File: src/rtl/anim_pkg.sv
// Shared types, pixel widths and the per-axis bounce rule for the box animator.
package anim_pkg;

   localparam int unsigned XW = 8;
   localparam int unsigned YW = 7;
   localparam int unsigned CW = 3;

   typedef enum logic [1:0] {S_IDLE, S_ERASE, S_UPDATE, S_DRAW} state_e;

   typedef struct packed {
      logic          dir;
      logic [XW-1:0] pos;
   } axis_t;

   // dir 0 moves towards max_pos, dir 1 towards 0; both ends clamp and reverse.
   function automatic axis_t bounce(input logic [XW-1:0] pos, input logic dir,
                                    input int unsigned max_pos, input int unsigned step);
      axis_t       r;
      int unsigned p;
      p     = 32'(pos);
      r.dir = dir;
      r.pos = pos;
      if (!dir) begin
         if (p + step >= max_pos) begin
            r.pos = XW'(max_pos);
            r.dir = 1'b1;
         end else begin
            r.pos = XW'(p + step);
         end
      end else begin
         if (p <= step) begin
            r.pos = '0;
            r.dir = 1'b0;
         end else begin
            r.pos = XW'(p - step);
         end
      end
      return r;
   endfunction

endpackage

File: src/rtl/frame_tick_gen.sv
// Frame pulse from a reloading down-counter, plus an update tick every Nth frame.
module frame_tick_gen #(
   parameter int unsigned CLOCKS_PER_FRAME  = 833333,
   parameter int unsigned FRAMES_PER_UPDATE = 15
) (
   input  logic clk_i,
   input  logic rst_i,
   output logic frame_o,
   output logic tick_o
);

   localparam int unsigned CntW = (CLOCKS_PER_FRAME > 1) ? $clog2(CLOCKS_PER_FRAME) : 1;
   localparam int unsigned FrmW = (FRAMES_PER_UPDATE > 1) ? $clog2(FRAMES_PER_UPDATE) : 1;

   logic [CntW-1:0] cnt_q, cnt_d;
   logic [FrmW-1:0] fcnt_q, fcnt_d;
   logic            frame_q, frame_d;

   always_comb begin
      frame_d = (cnt_q == '0);
      cnt_d   = frame_d ? CntW'(CLOCKS_PER_FRAME - 1) : cnt_q - CntW'(1);
      tick_o  = frame_q && (fcnt_q == FrmW'(FRAMES_PER_UPDATE - 1));
      fcnt_d  = fcnt_q;
      if (frame_q) begin
         fcnt_d = tick_o ? '0 : fcnt_q + FrmW'(1);
      end
   end

   always_ff @(posedge clk_i) begin
      if (rst_i) begin
         cnt_q   <= CntW'(CLOCKS_PER_FRAME - 1);
         fcnt_q  <= '0;
         frame_q <= 1'b0;
      end else begin
         cnt_q   <= cnt_d;
         fcnt_q  <= fcnt_d;
         frame_q <= frame_d;
      end
   end

   assign frame_o = frame_q;

endmodule

File: src/rtl/multi_box_animator.sv
// N independently bouncing boxes streamed as erase / move / redraw pixel phases
// over a valid/ready pixel interface.
module multi_box_animator
   import anim_pkg::*;
#(
   parameter int unsigned X_SCREEN_PIXELS   = 160,
   parameter int unsigned Y_SCREEN_PIXELS   = 120,
   parameter int unsigned X_BOXSIZE         = 4,
   parameter int unsigned Y_BOXSIZE         = 4,
   parameter int unsigned NUM_BOXES         = 2,
   parameter int unsigned STEP              = 1,
   parameter int unsigned CLOCKS_PER_FRAME  = 833333,
   parameter int unsigned FRAMES_PER_UPDATE = 15
) (
   input  logic                   iClock,
   input  logic                   iReset,
   input  logic                   iEnable,
   input  logic [3*NUM_BOXES-1:0] iColour,
   input  logic                   iPlotReady,
   output logic [XW-1:0]          oX,
   output logic [YW-1:0]          oY,
   output logic [CW-1:0]          oColour,
   output logic                   oPlot,
   output logic                   oBusy,
   output logic                   oFrame
);

   localparam int unsigned X_MAX = X_SCREEN_PIXELS - X_BOXSIZE;
   localparam int unsigned Y_MAX = Y_SCREEN_PIXELS - Y_BOXSIZE;
   localparam int unsigned BW    = (NUM_BOXES > 1) ? $clog2(NUM_BOXES) : 1;
   localparam int unsigned ColW  = (X_BOXSIZE > 1) ? $clog2(X_BOXSIZE) : 1;
   localparam int unsigned RowW  = (Y_BOXSIZE > 1) ? $clog2(Y_BOXSIZE) : 1;

   state_e                 state_q, state_d;
   logic [XW-1:0]          x_q [NUM_BOXES];
   logic [XW-1:0]          x_d [NUM_BOXES];
   logic [XW-1:0]          y_q [NUM_BOXES];
   logic [XW-1:0]          y_d [NUM_BOXES];
   logic [NUM_BOXES-1:0]   dirx_q, dirx_d, diry_q, diry_d;
   axis_t                  nx [NUM_BOXES];
   axis_t                  ny [NUM_BOXES];
   logic [BW-1:0]          box_q, box_d;
   logic [ColW-1:0]        col_q, col_d;
   logic [RowW-1:0]        row_q, row_d;
   logic                   loaded_q, loaded_d;
   logic [XW-1:0]          ox_q, ox_d;
   logic [YW-1:0]          oy_q, oy_d;
   logic [CW-1:0]          oc_q, oc_d;
   logic                   plot_q, plot_d;
   logic                   busy_q, busy_d;
   logic                   req_q, req_d;
   logic                   tick;
   logic                   accept, last_pix;

   frame_tick_gen #(
      .CLOCKS_PER_FRAME (CLOCKS_PER_FRAME),
      .FRAMES_PER_UPDATE(FRAMES_PER_UPDATE)
   ) u_frame_tick_gen (
      .clk_i  (iClock),
      .rst_i  (iReset),
      .frame_o(oFrame),
      .tick_o (tick)
   );

   always_comb begin
      for (int i = 0; i < NUM_BOXES; i++) begin
         nx[i] = bounce(x_q[i], dirx_q[i], X_MAX, STEP);
         ny[i] = bounce(y_q[i], diry_q[i], Y_MAX, STEP);
      end
   end

   assign accept   = plot_q && iPlotReady;
   assign last_pix = (box_q == BW'(NUM_BOXES - 1)) && (col_q == ColW'(X_BOXSIZE - 1)) &&
                     (row_q == RowW'(Y_BOXSIZE - 1));

   always_comb begin
      state_d  = state_q;
      x_d      = x_q;
      y_d      = y_q;
      dirx_d   = dirx_q;
      diry_d   = diry_q;
      box_d    = box_q;
      col_d    = col_q;
      row_d    = row_q;
      loaded_d = loaded_q;
      ox_d     = ox_q;
      oy_d     = oy_q;
      oc_d     = oc_q;
      plot_d   = plot_q;
      unique case (state_q)
         S_IDLE: begin
            if (req_q) state_d = S_ERASE;
         end
         S_UPDATE: begin
            for (int i = 0; i < NUM_BOXES; i++) begin
               x_d[i]    = nx[i].pos;
               dirx_d[i] = nx[i].dir;
               y_d[i]    = ny[i].pos;
               diry_d[i] = ny[i].dir;
            end
            state_d = S_DRAW;
         end
         S_ERASE, S_DRAW: begin
            if (accept) plot_d = 1'b0;
            if (accept && loaded_q) begin
               state_d  = (state_q == S_ERASE) ? S_UPDATE : S_IDLE;
               box_d    = '0;
               col_d    = '0;
               row_d    = '0;
               loaded_d = 1'b0;
            end else if (!loaded_q && (!plot_q || iPlotReady)) begin
               // Load the next pixel into the output register; counters point one ahead.
               ox_d     = x_q[box_q] + XW'(col_q);
               oy_d     = YW'(y_q[box_q] + XW'(row_q));
               oc_d     = (state_q == S_DRAW) ? iColour[CW*box_q +: CW] : '0;
               plot_d   = 1'b1;
               loaded_d = last_pix;
               if (col_q == ColW'(X_BOXSIZE - 1)) begin
                  col_d = '0;
                  if (row_q == RowW'(Y_BOXSIZE - 1)) begin
                     row_d = '0;
                     box_d = box_q + BW'(1);
                  end else begin
                     row_d = row_q + RowW'(1);
                  end
               end else begin
                  col_d = col_q + ColW'(1);
               end
            end
         end
         default: state_d = S_IDLE;
      endcase
      busy_d = (state_d != S_IDLE);
      // A tick while a request is pending, or on the cycle it is consumed, is dropped.
      if (!iEnable) begin
         req_d = 1'b0;
      end else if (state_q == S_IDLE && req_q) begin
         req_d = 1'b0;
      end else if (tick) begin
         req_d = 1'b1;
      end else begin
         req_d = req_q;
      end
   end

   always_ff @(posedge iClock) begin
      if (iReset) begin
         state_q  <= S_DRAW;
         for (int i = 0; i < NUM_BOXES; i++) begin
            x_q[i] <= XW'((2 * i * X_BOXSIZE) % (X_MAX + 1));
            y_q[i] <= XW'((i * Y_BOXSIZE) % (Y_MAX + 1));
         end
         dirx_q   <= '0;
         diry_q   <= '0;
         box_q    <= '0;
         col_q    <= '0;
         row_q    <= '0;
         loaded_q <= 1'b0;
         ox_q     <= '0;
         oy_q     <= '0;
         oc_q     <= '0;
         plot_q   <= 1'b0;
         busy_q   <= 1'b0;
         req_q    <= 1'b0;
      end else begin
         state_q  <= state_d;
         x_q      <= x_d;
         y_q      <= y_d;
         dirx_q   <= dirx_d;
         diry_q   <= diry_d;
         box_q    <= box_d;
         col_q    <= col_d;
         row_q    <= row_d;
         loaded_q <= loaded_d;
         ox_q     <= ox_d;
         oy_q     <= oy_d;
         oc_q     <= oc_d;
         plot_q   <= plot_d;
         busy_q   <= busy_d;
         req_q    <= req_d;
      end
   end

   assign oX      = ox_q;
   assign oY      = oy_q;
   assign oColour = oc_q;
   assign oPlot   = plot_q;
   assign oBusy   = busy_q;

endmodule
File: config.mk
export PLATFORM = sky130hd
export DESIGN_NAME = multi_box_animator
export DESIGN_NICKNAME = d
export VERILOG_FILES = /design/src/rtl/anim_pkg.sv /design/src/rtl/frame_tick_gen.sv /design/src/rtl/multi_box_animator.sv
export SDC_FILE = /design/constraint.sdc
export NUM_CORES = 1
export LEC_CHECK = 0
export CORE_MARGIN = 5
export CORE_UTILIZATION = 54
export CTS_BUF_LIST = sky130_fd_sc_hd__clkbuf_8
export CTS_CLUSTER_SIZE = 10
export DETAILED_ROUTE_END_ITERATION = 8
export PLACE_DENSITY = 0.75
export SYNTH_ARGS = -nofsm -noshare
export SYNTH_HDL_FRONTEND = slang
export SYNTH_SLANG_ARGS = --single-unit
File: constraint.sdc
create_clock -name iClock -period 3.1 [get_ports iClock]
set_input_delay 0.93 -clock iClock [delete_from_list [all_inputs] [get_ports iClock]]
set_output_delay 0.93 -clock iClock [all_outputs]
set_load 0.01 [all_outputs]
; Word level (Yosys, flattened, before mapping)
; Cells that the tools add are included.
[totals]
register_bits = 90
in_bits = 10
latch_bits = 0
memories = 0
mem_bits_rw = 0
out_inout_bits = 21
rom_bits = 0
wordCells = 126
[classes]
bitwise_logic = 3
muxes = 48
order_cmp = 9
mul = 1
n_shift = 1
n_eq_ne = 6
n_reduce_logical = 23
div_mod_pow = 0
addsub = 15
[op_table]
columns = operator, count
row1 = two-way mux 8 bit, 11
row2 = "greater-or-equal comparator 32 x 7 -> 1 bit, second input constant", 2
row3 = "greater-or-equal comparator 32 x 8 -> 1 bit, second input constant", 2
row4 = "adder 8 x 1 -> 9 bit, second input constant", 4
row5 = two-way mux 9 bit, 4
row6 = "less-or-equal comparator 8 x 1 -> 1 bit, second input constant", 4
row7 = "subtractor 8 x 1 -> 8 bit, second input constant", 4
row8 = two-way mux 7 bit, 3
row9 = zero test 20 bit, 1
row10 = two-way mux 2 bit, 10
row11 = "subtractor 20 x 1 -> 20 bit, second input constant", 1
row12 = two-way mux 1 bit, 17
row13 = adder 8 x 2 -> 8 bit, 1
row14 = "equality test 2 bit, second input constant", 4
row15 = nonzero test 2 bit, 4
row16 = adder 7 x 2 -> 7 bit, 1
row17 = logical AND 1 bit, 7
row18 = case mux 2 bit (3 select lines), 1
row19 = AND reduction 3 bit, 2
row20 = indexed part select 6 x 4 -> 3 bit, 1
row21 = "adder 2 x 1 -> 2 bit, second input constant", 2
row22 = "adder 4 x 1 -> 4 bit, second input constant", 1
row23 = "equality test 4 bit, second input constant", 1
row24 = two-way mux 4 bit, 1
row25 = other kinds (14), 17

; Longest topological paths before layout
[depth]
ltp_word = 5
mapped_depth = 12
ltp_nobuf = 9

; Cells and area by module
; A second synthesis with hierarchy kept.
[hier_totals]
cells_unflattened = 769
hier_area_um2 = 5948.2
[by_module_without_submodules]
columns = mod, area_per_inst_um2, cells_per_inst, n_inst, seq_area_each_um2
row1 = multi_box_animator, 4802.1, 643, 1, 1301.2
row2 = frame_tick_gen, 1146.1, 126, 1, 500.5

; Least setup slack after synthesis
; Ideal clock, no wire load.
[synth_path]
kind = register to register
startpoint = register box_q
endpoint = register oy_q[6] (netlist: oY[6])
n_path_buf = 3
stages_incl_launch_ff = 13
path_slack_ns = 0.386
arrival_time_ns = 2.584
required_ns = 2.969
setup_time_ns = 0.131
period_less_slack_ns = 2.714
cell_sequence = dfxtp_1 > buf_2 > buf_2 > clkbuf_1 > nand2_1 > o21ai_0 > ha_1 > inv_1 > fa_1 > or3_1 > nor3_1 > xor2_1 > o31ai_1
[synth_between]
elab_chain_cells = 5
[synth_rtl]
columns = element, line_no
row1 = from (decl), multi_box_animator.sv:42  ; logic [BW-1:0] box_q, box_d;
row2 = from (signal assigned), multi_box_animator.sv:171  ; box_q <= box_d;
row3 = inverter 1 -> 2 bit (not written as such), multi_box_animator.sv:114  ; oy_d = YW'(y_q[box_q] + XW'(row_q));
row4 = two-way mux 7 bit (not written as such) (3 in a row), multi_box_animator.sv:114
row5 = adder 7 x 2 -> 7 bit, multi_box_animator.sv:114
row6 = to (signal assigned), multi_box_animator.sv:176  ; oy_q <= oy_d;
row7 = to (decl), multi_box_animator.sv:47  ; logic [YW-1:0] oy_q, oy_d;
; No other way between the ends. The select of a mux whose other input is x is not followed.
; A chain may end at the register's enable or synchronous reset.

; Worst setup path after layout
[layout_path]
startpoint = register y_q[8] in the netlist's numbering
endpoint = register oy_q[6] (netlist: oY[6])
[layout_between]
elab_chain_cells = 4
[layout_rtl]
columns = element, line_no
row1 = from (decl), multi_box_animator.sv:37  ; logic [XW-1:0] y_q [NUM_BOXES];
row2 = "from (signal, indexed assignment)", multi_box_animator.sv:151  ; y_q[i] <= XW'((i * Y_BOXSIZE) % (Y_MAX + 1));
row3 = from (signal assigned), multi_box_animator.sv:168  ; y_q <= y_d;
row4 = two-way mux 7 bit (not written as such) (3 in a row), multi_box_animator.sv:114
row5 = adder 7 x 2 -> 7 bit, multi_box_animator.sv:114
; No other way between the ends. The select of a mux whose other input is x is not followed.

==> impl_metrics.yaml <==
outcome:
  status: "completed"
route:
  ant_nets: 0
  wl_per_cell_um: 15.8
  drcViolationCount: 0
  num_vias: 5750
  drt_iter0_markers: 567
  wl_um: 14600
  first_pass_iters: 5
  via_per_inst: 6.23
synthesis:
  synthFlopType: "dfxtp_1"
  seq_area_frac_synth: 0.299
  synth_cell_type_count: 76
  syn_avg_cell_area_um2: 7.64
  ys_ff_latch: 90
  synth_edf_count: 0
  async_flop_share: 0
  syn-num-nets: 823
  ys_warn_count: 0
  synthCells: 790
  yosys-top-cells-area: "dfxtp_1 30%, nand2_1 5.4%, a21oi_1 4.8%, ha_1 4.4%, nor2_1 3.9%"
  netlist_area_um2: 6030
  synth_top_area_share: 0.299
  yosysTopAreaCell: "dfxtp_1"
clocking:
  cts.path.max_buffers: 2
  cts_sinks: 90
  cts_root_buf: "clkbuf_8"
  numCtsBuffers: 9
  clk_pin_slew_ns: 0.11
  cts.repair.resized: 0
  ctsHtreeMaxLevel: 3
  cts_tree: "yes"
  post-cts-setup-buffers: 0
  hold_buffers: 0
  insertion_delay_ns: 0.37
global_routing:
  grt.overflow.total: 0
  grt_start_max_net_pins: 71
  track_usage: 0.222
  antenna_found_initial: 0
  grt_pass1_wl_um: 24400
  grt_pass1_vias: 5154
sta:
  setup_violations: 0
  min_period_over_period: 0.844
  clock_skew_ns: 0.0121
  rsz0062_at_grt: "no"
  slew_violations: 0
  fmax_mhz: 382
  min_period_ns: 2.62
  worst_slew_pin_slew_ns: 0.872
  max_slew_margin: 0.418
  finalHoldViolations: 0
  timing.setup.tns_ns: 0
pwr:
  clkPwrFrac: 0.365
  p_switching_uw: 606
  leakage_nw: 2.18
  ir_worst_vdd_mv: 0.284
  seqPwrFrac: 0.557
  p_int_mw: 1.57
  comb_power_share: 0.077
  power_density_nw_per_um2: 334
  switching_share: 0.279
critical_path:
  crit_buf_inv: 2
  crit_top_cell: "inv_1"
  critical_path_class: "flop to flop"
  arrival_ns: 2.87
  reg2reg_depth: 9
  path_cells: "inv_1, o21ai_0, ha_1, inv_1, fa_1, or3_1, nor3_1, xor2_1, o31ai_1"
  reg2reg_slack_ns: 0.48
  worst_path_max_delay_cell: "dfxtp_1"
  crit_fanout: 13
  cp.required_ns: 3.35
  path_delay_family: "simple AND/OR/NAND/NOR gates"
  end_kind: "flop"
  r2r-end: "oY[6]$_SDFFE_PP0P_"
  r2r-start: "y_q[8]$_SDFFE_PP0N_"
  max_stage_delay_ns: 0.58
  cp-start-kind: "flop"
min_path:
  hold_depth: 2
  hold_path_startpoint: "oX[4]$_SDFFE_PP0P_"
  min_path_type: "flop to flop"
  min_to: "oX[4]$_SDFFE_PP0P_"
die:
  num_io_pins: 31
  dieHeight_um: 116
  rows: 38
  die_area_um2: 13400
  die_w_um: 116
  start_util: 0.554
  coreArea_um2: 10900
placement:
  place_hpwl_um: 10300
  port-buffer-count: 30
  placedCellCount: 907
  gp_congestion: 0.892
cells_and_area:
  synthToLayoutAreaGrowth_pct: 7.92
  num-fill-cells: 999
  drive_above_1_share: 0.0677
  final_nets: 811
  final_cells: 923
  antenna_cells: 0
run:
  maxCapViolCount: 0
registers in the layout (all words and copies together) (netlist names), 2 cells and up:
name                     cells
col_q                        2
row_q                        2
u_frame_tick_gen.cnt_q      20
oColour                      3
oX                           8
dirx_q                       2
oY                           7
x_q                         16
u_frame_tick_gen.fcnt_q      4
y_q                         16
state_q                      2
diry_q                       2
worst max-delay path by stage:
stage	start	end	depth (start not counted)
after detailed placement	iPlotReady	box_q$_SDFFE_PP0P_	6
after global placement	iPlotReady	box_q$_SDFFE_PP0P_	6
final	y_q[8]$_SDFFE_PP0N_	oY[6]$_SDFFE_PP0P_	9
after CTS	y_q[8]$_SDFFE_PP0N_	oY[6]$_SDFFE_PP0P_	9
after global routing	box_q$_SDFFE_PP0P_	oX[6]$_SDFFE_PP0P_	10
after floorplan	box_q$_SDFFE_PP0P_	oY[6]$_SDFFE_PP0P_	12
cell usage after synthesis (7+ instances only):
library cell / n
dfxtp_1: 90
nand2_1: 87
nor2_1: 63
a21oi_1: 58
o21ai_0: 42
clkbuf_1: 38
nor3_1: 38
inv_1: 32
nand3_1: 28
xnor2_1: 22
ha_1: 21
mux2i_1: 18
buf_2: 17
or3_1: 13
a211oi_1: 11
nor3b_1: 11
xor2_1: 11
a31oi_1: 10
nand4_1: 10
nor2b_1: 10
nor4_1: 10
and3_1: 8
o31ai_1: 8
a22oi_1: 7
a311oi_1: 7
o211ai_1: 7
o41ai_1: 7
kinds of logic after synthesis:
family,after synthesis,share of synthesized area
compound gates,210,0.234
flops,90,0.299
mux,24,0.0411
fa+ha+maj,23,0.0502
xor+xnor,33,0.0479
buf+inv,95,0.0653
simple gates,315,0.263
layout make-up:
type / instances / area [µm²] / share of cell area
inverters: 32 / 120 / 0.0185
multi-input cells: 605 / 3840 / 0.590
flip-flops and latches: 90 / 1800 / 0.277
well taps: 140 / 175 / 0.0269
clock inverters: 7 / 63.8 / 0.00980
repair buffers: 40 / 383 / 0.0588
clock buffers: 9 / 124 / 0.0190
layer usage:
| layer | routed length, µm | part of all wire | up-vias | track usage |
|---|---|---|---|---|
| met5 | 0 | 0 | - | 0 |
| li1 | - | - | 2841 | - |
| met3 | 867 | 0.059 | 22 | 0.0397 |
| met2 | 7150 | 0.49 | 206 | 0.388 |
| met1 | 6350 | 0.43 | 2681 | 0.276 |
| met4 | 247 | 0.017 | 0 | 0.0742 |
worst register-to-register path, delay by kind of cell (launching register included):
family	cells	cell delay, ns
adders and majority gates	2	0.61
DFF	1	0.58
xor gates and xnor gates	1	0.17
and+or+nand+nor	2	0.67
buffers and inverters	2	0.19
AOI/OAI and AO/OA	2	0.29
layout by cell type, fill, tap and decap left out, types with 11 or more instances in the layout:
| cell type | n |
|---|---|
| a211oi_1 | 11 |
| a21oi_1 | 58 |
| clkdlybuf4s50_1 | 29 |
| dfxtp_1 | 90 |
| ha_1 | 21 |
| inv_1 | 32 |
| mux2i_1 | 18 |
| nand2_1 | 87 |
| nand3_1 | 28 |
| nor2_1 | 63 |
| nor3_1 | 38 |
| nor3b_1 | 11 |
| o21ai_0 | 42 |
| or3_1 | 13 |
| xnor2_1 | 22 |
| xor2_1 | 11 |
power by group through the flow:
stage / sequential [mW] / clock, mW / combinational (mW)
after floorplan: 1.23 / 0 / 0.111
after global placement: 1.24 / 0 / 0.162
after detailed placement: 1.24 / 0 / 0.166
after CTS: 1.21 / 0.818 / 0.167
after global routing: 1.22 / 0.864 / 0.186
final: 1.21 / 0.794 / 0.168
per-stage QoR:
stage                     worst slack (ns)  hold slack, ns  power, mW  instance area, µm²   util
final                                0.482           0.460       2.17                6510  0.598
after global routing                 0.213           0.477       2.27                6510  0.598
after CTS                            0.499           0.462       2.19                6510  0.598
after detailed placement             0.293           0.442       1.40                6320  0.581
after global placement               0.374           0.439       1.40                6320  0.581
after floorplan                      0.386           0.426       1.34                6030      -
(Power assumes the default switching activity.)
